<file path="src/rtl/lsu_pkg.sv">
// ============================================================================
// Module : lsu_pkg
// Brief  : Shared size encodings, FSM state type and defaults for the LSU.
// Rev    : 1.0 - initial release
// ============================================================================
`default_nettype none

package lsu_pkg;

  localparam int c_mem_words_default = 206;

  localparam logic [1:0] c_size_byte = 2'b00;
  localparam logic [1:0] c_size_half = 2'b01;
  localparam logic [1:0] c_size_word = 2'b10;
  localparam logic [1:0] c_size_ill  = 2'b11;

  typedef enum logic [1:0] {
    ST_IDLE  = 2'd0,
    ST_READ  = 2'd1,
    ST_WRITE = 2'd2,
    ST_RESP  = 2'd3
  } lsu_state_t;

  function automatic logic size_aligned(input logic [1:0] size, input logic [1:0] lane);
    case (size)
      c_size_byte: size_aligned = 1'b1;
      c_size_half: size_aligned = ~lane[0];
      c_size_word: size_aligned = (lane == 2'b00);
      default:     size_aligned = 1'b0;
    endcase
  endfunction

endpackage

`default_nettype wire

</file>
<file path="src/rtl/lsu_lane_align.sv">
// ============================================================================
// Module : lsu_lane_align
// Brief  : Little-endian lane extract/extend for loads, lane merge for stores.
// Rev    : 1.0 - initial release
// ============================================================================
`default_nettype none

module lsu_lane_align
  import lsu_pkg::*;
(
  input  logic [1:0]  size,
  input  logic        is_unsigned,
  input  logic [1:0]  lane,
  input  logic [31:0] mem_word,
  input  logic [31:0] wdata,
  output logic [31:0] load_data,
  output logic [31:0] merged_word
);

  logic [7:0]  w_byte;
  logic [15:0] w_half;

  always_comb begin
    w_byte = mem_word[{lane, 3'b000} +: 8];
    w_half = mem_word[{lane[1], 4'b0000} +: 16];

    case (size)
      c_size_byte: load_data = is_unsigned ? {24'h0, w_byte} : {{24{w_byte[7]}}, w_byte};
      c_size_half: load_data = is_unsigned ? {16'h0, w_half} : {{16{w_half[15]}}, w_half};
      default:     load_data = mem_word;
    endcase

    // Untouched lanes keep the current memory contents.
    merged_word = mem_word;
    case (size)
      c_size_byte: merged_word[{lane, 3'b000} +: 8]     = wdata[7:0];
      c_size_half: merged_word[{lane[1], 4'b0000} +: 16] = wdata[15:0];
      default:     merged_word = wdata;
    endcase
  end

endmodule

`default_nettype wire

</file>
<file path="src/rtl/load_store_unit.sv">
// ============================================================================
// Module : load_store_unit
// Brief  : Single-outstanding load/store unit for a word-wide data memory.
//          Byte/half accesses exist only when LSU_SUBWORD_EN is defined.
// Rev    : 1.0 - initial release
// ============================================================================
`default_nettype none

module load_store_unit
  import lsu_pkg::*;
#(
  parameter int MEM_WORDS = c_mem_words_default
) (
  input  logic        clk,
  input  logic        reset,
  input  logic        req_valid,
  output logic        req_ready,
  input  logic        req_we,
  input  logic [1:0]  req_size,
  input  logic        req_unsigned,
  input  logic [31:0] req_addr,
  input  logic [31:0] req_wdata,
  output logic        resp_valid,
  input  logic        resp_ready,
  output logic [31:0] resp_rdata,
  output logic        resp_err,
  output logic [31:0] mem_addr,
  output logic [31:0] mem_din,
  output logic        mem_we,
  input  logic [31:0] mem_dout
);

  lsu_state_t  r_state;
  logic [1:0]  r_size;
  logic        r_unsigned;
  logic [1:0]  r_lane;
  logic [31:0] r_wdata;
`ifdef LSU_SUBWORD_EN
  logic        r_we;
`endif

  logic        w_accept;
  logic        w_size_ok;
  logic        w_range_ok;
  logic        w_err;
  logic        w_idle;
  logic [1:0]  w_sel_size;
  logic [1:0]  w_sel_lane;
  logic [31:0] w_sel_wdata;
  logic [31:0] w_load_data;
  logic [31:0] w_merged;

  assign w_idle    = (r_state == ST_IDLE);
  assign req_ready = w_idle;
  assign w_accept  = req_valid && w_idle;

  always_comb begin
    w_range_ok = ({2'b00, req_addr[31:2]} < 32'(MEM_WORDS));
`ifdef LSU_SUBWORD_EN
    w_size_ok  = size_aligned(req_size, req_addr[1:0]);
`else
    w_size_ok  = (req_size == c_size_word) && size_aligned(req_size, req_addr[1:0]);
`endif
    w_err      = ~(w_size_ok && w_range_ok);
  end

  // In IDLE the aligner sees the incoming request so word stores merge to req_wdata.
  assign w_sel_size  = w_idle ? req_size       : r_size;
  assign w_sel_lane  = w_idle ? req_addr[1:0]  : r_lane;
  assign w_sel_wdata = w_idle ? req_wdata      : r_wdata;

  lsu_lane_align u_lane_align (
    .size        (w_sel_size),
    .is_unsigned (r_unsigned),
    .lane        (w_sel_lane),
    .mem_word    (mem_dout),
    .wdata       (w_sel_wdata),
    .load_data   (w_load_data),
    .merged_word (w_merged)
  );

  always_ff @(posedge clk or posedge reset) begin
    if (reset) begin
      r_state    <= ST_IDLE;
      r_size     <= c_size_word;
      r_unsigned <= 1'b0;
      r_lane     <= 2'b00;
      r_wdata    <= 32'h0;
`ifdef LSU_SUBWORD_EN
      r_we       <= 1'b0;
`endif
      resp_valid <= 1'b0;
      resp_rdata <= 32'h0;
      resp_err   <= 1'b0;
      mem_we     <= 1'b0;
      mem_addr   <= 32'h0;
      mem_din    <= 32'h0;
    end else begin
      case (r_state)
        ST_IDLE: begin
          if (w_accept) begin
            r_size     <= req_size;
            r_unsigned <= req_unsigned;
            r_lane     <= req_addr[1:0];
            r_wdata    <= req_wdata;
`ifdef LSU_SUBWORD_EN
            r_we       <= req_we;
`endif
            mem_addr   <= {2'b00, req_addr[31:2]};
            resp_rdata <= 32'h0;
            if (w_err) begin
              resp_err   <= 1'b1;
              resp_valid <= 1'b1;
              r_state    <= ST_RESP;
            end else if (req_we && req_size == c_size_word) begin
              mem_din <= w_merged;
              mem_we  <= 1'b1;
              r_state <= ST_WRITE;
            end else begin
              r_state <= ST_READ;
            end
          end
        end
        ST_READ: begin
`ifdef LSU_SUBWORD_EN
          if (r_we) begin
            mem_din <= w_merged;
            mem_we  <= 1'b1;
            r_state <= ST_WRITE;
          end else
`endif
          begin
            resp_rdata <= w_load_data;
            resp_valid <= 1'b1;
            r_state    <= ST_RESP;
          end
        end
        ST_WRITE: begin
          mem_we     <= 1'b0;
          resp_valid <= 1'b1;
          resp_rdata <= 32'h0;
          r_state    <= ST_RESP;
        end
        ST_RESP: begin
          if (resp_ready) begin
            resp_valid <= 1'b0;
            resp_err   <= 1'b0;
            resp_rdata <= 32'h0;
            r_state    <= ST_IDLE;
          end
        end
        default: r_state <= ST_IDLE;
      endcase
    end
  end

endmodule

`default_nettype wire

</file>
<file path="config.mk">
export PLATFORM = sky130hd
export DESIGN_NAME = load_store_unit
export DESIGN_NICKNAME = d
export VERILOG_FILES = /design/src/rtl/lsu_pkg.sv /design/src/rtl/lsu_lane_align.sv /design/src/rtl/load_store_unit.sv
export SDC_FILE = /design/constraint.sdc
export NUM_CORES = 1
export LEC_CHECK = 0
export CORE_ASPECT_RATIO = 1.75
export CORE_MARGIN = 2
export CORE_UTILIZATION = 30
export DETAILED_ROUTE_END_ITERATION = 12
export GPL_TIMING_DRIVEN = 0
export SLEW_MARGIN = 20
export SYNTH_ARGS = -nofsm -noshare
export SYNTH_HDL_FRONTEND = slang
export SYNTH_SLANG_ARGS = --single-unit
</file>
<file path="constraint.sdc">
create_clock -name clk -period 8 [get_ports clk]
set_clock_uncertainty 0.05 [all_clocks]
set_input_delay 1.6 -clock clk [delete_from_list [all_inputs] [get_ports clk]]
set_output_delay 1.6 -clock clk [all_outputs]
set_load 0.02 [all_outputs]
</file>
After elaboration in Yosys (flattened, before gate mapping)
Index checks and enable logic that the tools add are counted.
W data, S select, Z words.

cells by class
  reductions and logical operators = 17
  muxes and demuxes = 27
  shifts and indexed selects = 6
  eq/ne operators = 11
  bitwise logic cells = 1
  magnitude comparators = 1
  add/subtract/negate cells = 2

operators by type and width
  cell                       count
  $mux W32                   5
  $pmux W32 S2               2
  $pmux W32 S4               1
  $bwmux W32                 2
  $shift A16 B7 Y32 const A  1
  $shift A8 B7 Y32 const A   1
  $shiftx A16 B7 Y32         1
  $shiftx A32 B6 Y16         1
  $shiftx A32 B6 Y8          1
  $shiftx A8 B7 Y32          1
  $lt A30 B8 Y1 const B      1
  $neg A5 Y7                 2
  $mux W2                    6
  $reduce_and A4 Y1          3
  $logic_not A2 Y1           4
  $eq A2 B1 Y1 const B       3
  $eq A2 B2 Y1 const B       3
  $mux W1                    6
  $ne A2 B2 Y1 const B       3
  $pmux W1 S3                2
  $pmux W2 S3                1
  $logic_and A1 B1 Y1        4
  $ne A2 B1 Y1 const B       2
  $pmux W1 S2                2
  5 further kinds            7

word-level totals
  output and inout bits = 100
  bits of input ports = 104
  word-level logic and storage cells = 76
  bits in registers = 136

Longest topological paths before layout
  word-level depth = 7
  mapped depth = 13
  depth with buffers taken out = 10

By module
Synthesis repeated with hierarchy kept, for this count alone.

unflattened totals
  cell total of the unflattened synthesis = 737
  area total of the unflattened synthesis = 7,647.3 um^2

by module, submodules not included
  module           area each (um^2)  instances  sequential area each (um^2)  cells an instance
  load_store_unit  5,790.6           1          3,404.5                      444
  lsu_lane_align   1,856.8           1          0.0                          293

Worst setup path after synthesis
OpenSTA, ideal clock, no wires.

  path kind = input to register
  start = input port req_addr[1]
  end = register mem_din[23]
  arrival = 3.360 ns
  slack = 4.455 ns
  library setup time = 0.135 ns
  path buffers = 2
  stages = 10
  data required time = 7.815 ns
  cell sequence = mux2_4 buf_8 inv_6 clkbuf_1 ha_1 nor2_1 nand3_1 o22ai_1 a222oi_1 a21oi_1

on the way
  cells in the longest elaborated chain, start to end = 5
  elaborated cells between the ends (all ways) = 15
  classes of those cells = 2 x add/sub; 4 x shift; 5 x mux; 4 x reduce/logical

RTL lines
  element                                            RTL line                              source
  start: declaration                                 load_store_unit.sv:21                 input logic [31:0] req_addr,
  $mux W2 or $logic_not A2 Y1 (tied branches)        load_store_unit.sv:69, lsu_pkg.sv:28
  $neg A5 Y7 (tied with other cells)                 lsu_lane_align.sv:37                  c_size_half: merged_word[{lane[1], 4'b0000} +: 16] = wdata[15:0];
  $shiftx A16 B7 Y32 (tied with other cells)         lsu_lane_align.sv:37
  $bwmux W32 (tied with other cells)                 lsu_lane_align.sv:37
  $pmux W32 S2 or $reduce_and A4 Y1 (tied branches)  -
  end signal: assignment                             load_store_unit.sv:116                mem_din <= w_merged;
  end: declaration                                   load_store_unit.sv:28                 output logic [31:0] mem_din,

Several ways; a longest one is shown, not always the timed one.
A chain may end at the register's enable or synchronous reset.

Worst setup path in the final report
  start = input port req_addr[1]
  end = register mem_din[19]

Same word-level chain as after synthesis.

==> metrics <==
result of the run finished clean; count of buffers inserted at the top-level ports 201; core region area between 0.02 and 0.025 sq mm; maximum clock frequency approximately 220 MHz; cell class contributing the biggest share of worst-path delay buffers and inverters; setup repair after global routing missed its margin no; required time of the critical path ~8.2 ns; CTS Root Cell sky130_fd_sc_hd__clkbuf_16; Power Total about 4 mW; overall fraction of global-route tracks in use between 20% and 30%; summed negative setup slack over all endpoints 0 ns; category of the worst setup path launch point primary input; mean routed wirelength per cell slightly above 20 um; portion of the post-synthesis area used by sequential elements approximately half; master of the slowest instance on the critical path sky130_fd_sc_hd__a222oi_1; number of max-capacitance violations reported 0; Detailed Routing Iterations Pass 1 5; maximum number of pins on one net before global-route repair 100; number of DRC markers in iteration 0 ~420; min cycle time layout ~4.5 ns; Post-CTS Setup Inserts 0; Post-synth EDFFs 0; initial antenna violation count 2; fraction of post-synthesis cell area in the top cell type by area between 40% and 50%; standby leakage power ~4.2 nW; first-pass GRT wire length between 30000 and 40000 um; power per cell area approximately 400 mW/mm^2; combined area of all synthesized cells between 0.007 and 0.008 sq mm; latest clock arrival within the worst-skew pair between 0.4 and 0.5 ns; Most used DFF post-synth sky130_fd_sc_hd__dfrtp_1; number of buffers created by CTS 17; number of vias in the routed layout approximately 6000; async set-or-reset flop fraction in the synthesized netlist 100.0%; actual slew at the worst max-slew pin between 1 and 1.5 ns; data arrival time of the critical path 4.70 ns; TritonCTS clock tree built; post-route fraction of the period consumed by the critical path ~56%; total of hold buffers inserted after clock tree synthesis 0; drt total wl 24710 um; area post-placement 0.009439 sq mm; Vias per Instance slightly above 5; number of slew-limit violations in the final report 0; overall overflow remaining after global route 0; Worst Path Max Fanout 11; utilization after layout 43.23%; number of buffer and inverter stages on the critical path 4; HPWL after detailed placement between 15000 and 20000 um; I/O pin count between 200 and 250; library cell occupying the most area in the post-synthesis netlist sky130_fd_sc_hd__dfrtp_1; critical path class in2reg; clock-pin slew of the registers on the worst-case setup and hold paths ~0.060 ns; fraction of final layout cells with drive strength greater than 1 17.46%; die area between 0.02 and 0.025 sq mm; starting utilization of the core area 30.25%; count of different cell masters after synthesis 54; Final nets 997; CTS H-tree lvls 4; post-synthesis to final-layout area growth 42.90%; # fillers between 2000 and 2500; final count of hold timing violations 0; cell types with the largest area share after synthesis sky130_fd_sc_hd__dfrtp_1 48%, sky130_fd_sc_hd__mux2_2 14%, sky130_fd_sc_hd__nor2_1 4.1%, sky130_fd_sc_hd__mux2i_1 3.9%, sky130_fd_sc_hd__nand2_1 3.3%; global placement routability congestion between 0.9 and 1; die boundary height about 210 um; via count of the first global-routing pass about 6400; Die Span X ~120 um; maximum root-to-sink buffer count 2; Seq cells post-synth around 140; Final setup viols 0; post-route worst hold slack between 0.4 and 0.5 ns; critical-path cell list clkdlybuf4s50_1 -> mux2_4 -> buf_8 -> inv_6 -> clkbuf_1 -> ha_1 -> nor2_1 -> nand3_1 -> o22ai_1 -> a222oi_1 -> a21oi_1; number of clock sinks approximately 140; IR drop worst, VDD around 0.21 mV; post-detailed-route count of antenna-violating nets 0; library cell with the highest instance count after synthesis sky130_fd_sc_hd__dfrtp_1; Resized Gates After CTS 0; Tightest Hold Check Type reg2reg; num rows 74; crit path capture type flop; average footprint of a synthesized cell about 11 sq um; instance count of the mapped netlist ~660; final standard cell area without fillers 0.01001 sq mm; most used standard cells in the synthesized netlist 135 x sky130_fd_sc_hd__dfrtp_1, 90 x sky130_fd_sc_hd__mux2_2, 76 x sky130_fd_sc_hd__nor2_1; peak per-stage delay on the critical path about 0.68 ns; Yosys Warn Count 0; Worst slew margin between 20% and 30%; Remaining DRCs 0
-- layer usage --
layer | routed length, um | global-route usage [%] | vias up
li1 | - | - | 2853
met1 | 8599 | 20.41 | 3003
met2 | 13550 | 37.69 | 228
met3 | 1180 | 3.946 | 67
met4 | 1379 | 13.28 | 0
met5 | 0 | 0 | -
-- area by class of cell --
cell class | count | area (sq um) | area share [%]
multi-input combinational | 466 | 3314 | 33.13
clock inverter | 8 | 70.07 | 0.7003
timing repair buffer | 202 | 2039 | 20.38
inverter | 24 | 102.6 | 1.025
buffer | 39 | 197.7 | 1.976
tap | 304 | 380.4 | 3.801
clock buffer | 24 | 491.7 | 4.914
antenna | 2 | 5.005 | 0.05002
sequential | 136 | 3405 | 34.03
-- cells in the final DEF, fill, tap and decap left out, drive strengths merged, types with 3 or more instances in the layout --
cell           netlist  routed
nand4                4       4
a21oi               37      37
clkbuf              17      41
inv                 24      24
nand3               10      10
a311oi               3       3
o2bb2ai              5       5
nor4                10      10
o22ai                9       9
buf                 22      23
a22oi                4       4
ha                   7       7
nand2               62      62
o21ai               39      39
clkinv               0       5
nor3                 3       3
o211ai              11      11
dfrtp              135     135
a222oi               8       8
nor2                76      76
or2                  3       3
mux2i               28      28
clkdlybuf4s50        0     201
a221oi               6       6
mux2                91      91
a21boi               3       3
o21a                 3       3
o221ai              17      17
nand2b               9       9
-- through the flow --
step | setup slack, ns | cells
finish | 3.540 | 1205
CTS | 3.546 | 1203
floorplan | 2.712 | 665
detailed placement | 3.109 | 1171
global route | 3.396 | 1205
global placement | 0.4996 | 1170
-- cells by family after synthesis --
| group | synth area share (%) |
|---|---|
| AND/OR/NAND/NOR | 11.44 |
| AO/OA/AOI/OAI | 15.39 |
| flip-flops | 48.62 |
| multiplexers | 19.07 |
| buffers and inverters | 4.181 |
| adder cells (fa/ha/maj) | 1.251 |
| other | 0.05356 |
-- where the power goes --
group | switching (mW) | internal, mW
registers | 0.139 | 0.950
logic | 1.25 | 0.928
clock network | 0.293 | 0.457
total | 1.68 | 2.33
-- worst paths after layout --
path | startpoint | to | slack (ns) | cells after the start
worst max-delay path | req_addr[1] | mem_din[19] | 3.54 | 11
worst min-delay path | resp_rdata[26] | resp_rdata[26] | 0.42 | 2
worst max register to register | r_state[0] | mem_din[19] | 4.27 | 13
worst min register to register | resp_rdata[26] | resp_rdata[26] | 0.42 | 2
max in group asynchronous | reset | resp_rdata[31] | 5.55 | 3
min in group asynchronous | reset | mem_addr[5] | 1.50 | 2
-- registers in the layout (all words and copies together), names as in the netlist --
signal      count
mem_din        32
resp_valid      1
mem_addr       30
mem_we          1
resp_rdata     32
r_state         2
r_size          2
r_lane          2
r_wdata        32
resp_err        1
r_unsigned      1
-- worst register-to-register path: stages, from the launching register on --
cell,delay (ns)
sky130_fd_sc_hd__dfrtp_1,0.42
sky130_fd_sc_hd__inv_1,0.10
sky130_fd_sc_hd__ha_1,0.21
sky130_fd_sc_hd__buf_6,0.16
sky130_fd_sc_hd__mux2_4,0.31
sky130_fd_sc_hd__buf_8,0.15
sky130_fd_sc_hd__inv_6,0.12
sky130_fd_sc_hd__clkbuf_1,0.47
sky130_fd_sc_hd__ha_1,0.26
sky130_fd_sc_hd__nor2_1,0.08
sky130_fd_sc_hd__nand3_1,0.29
sky130_fd_sc_hd__o22ai_1,0.14
sky130_fd_sc_hd__a222oi_1,0.68
sky130_fd_sc_hd__a21oi_1,0.15
Power figures use the tool's default switching activity.
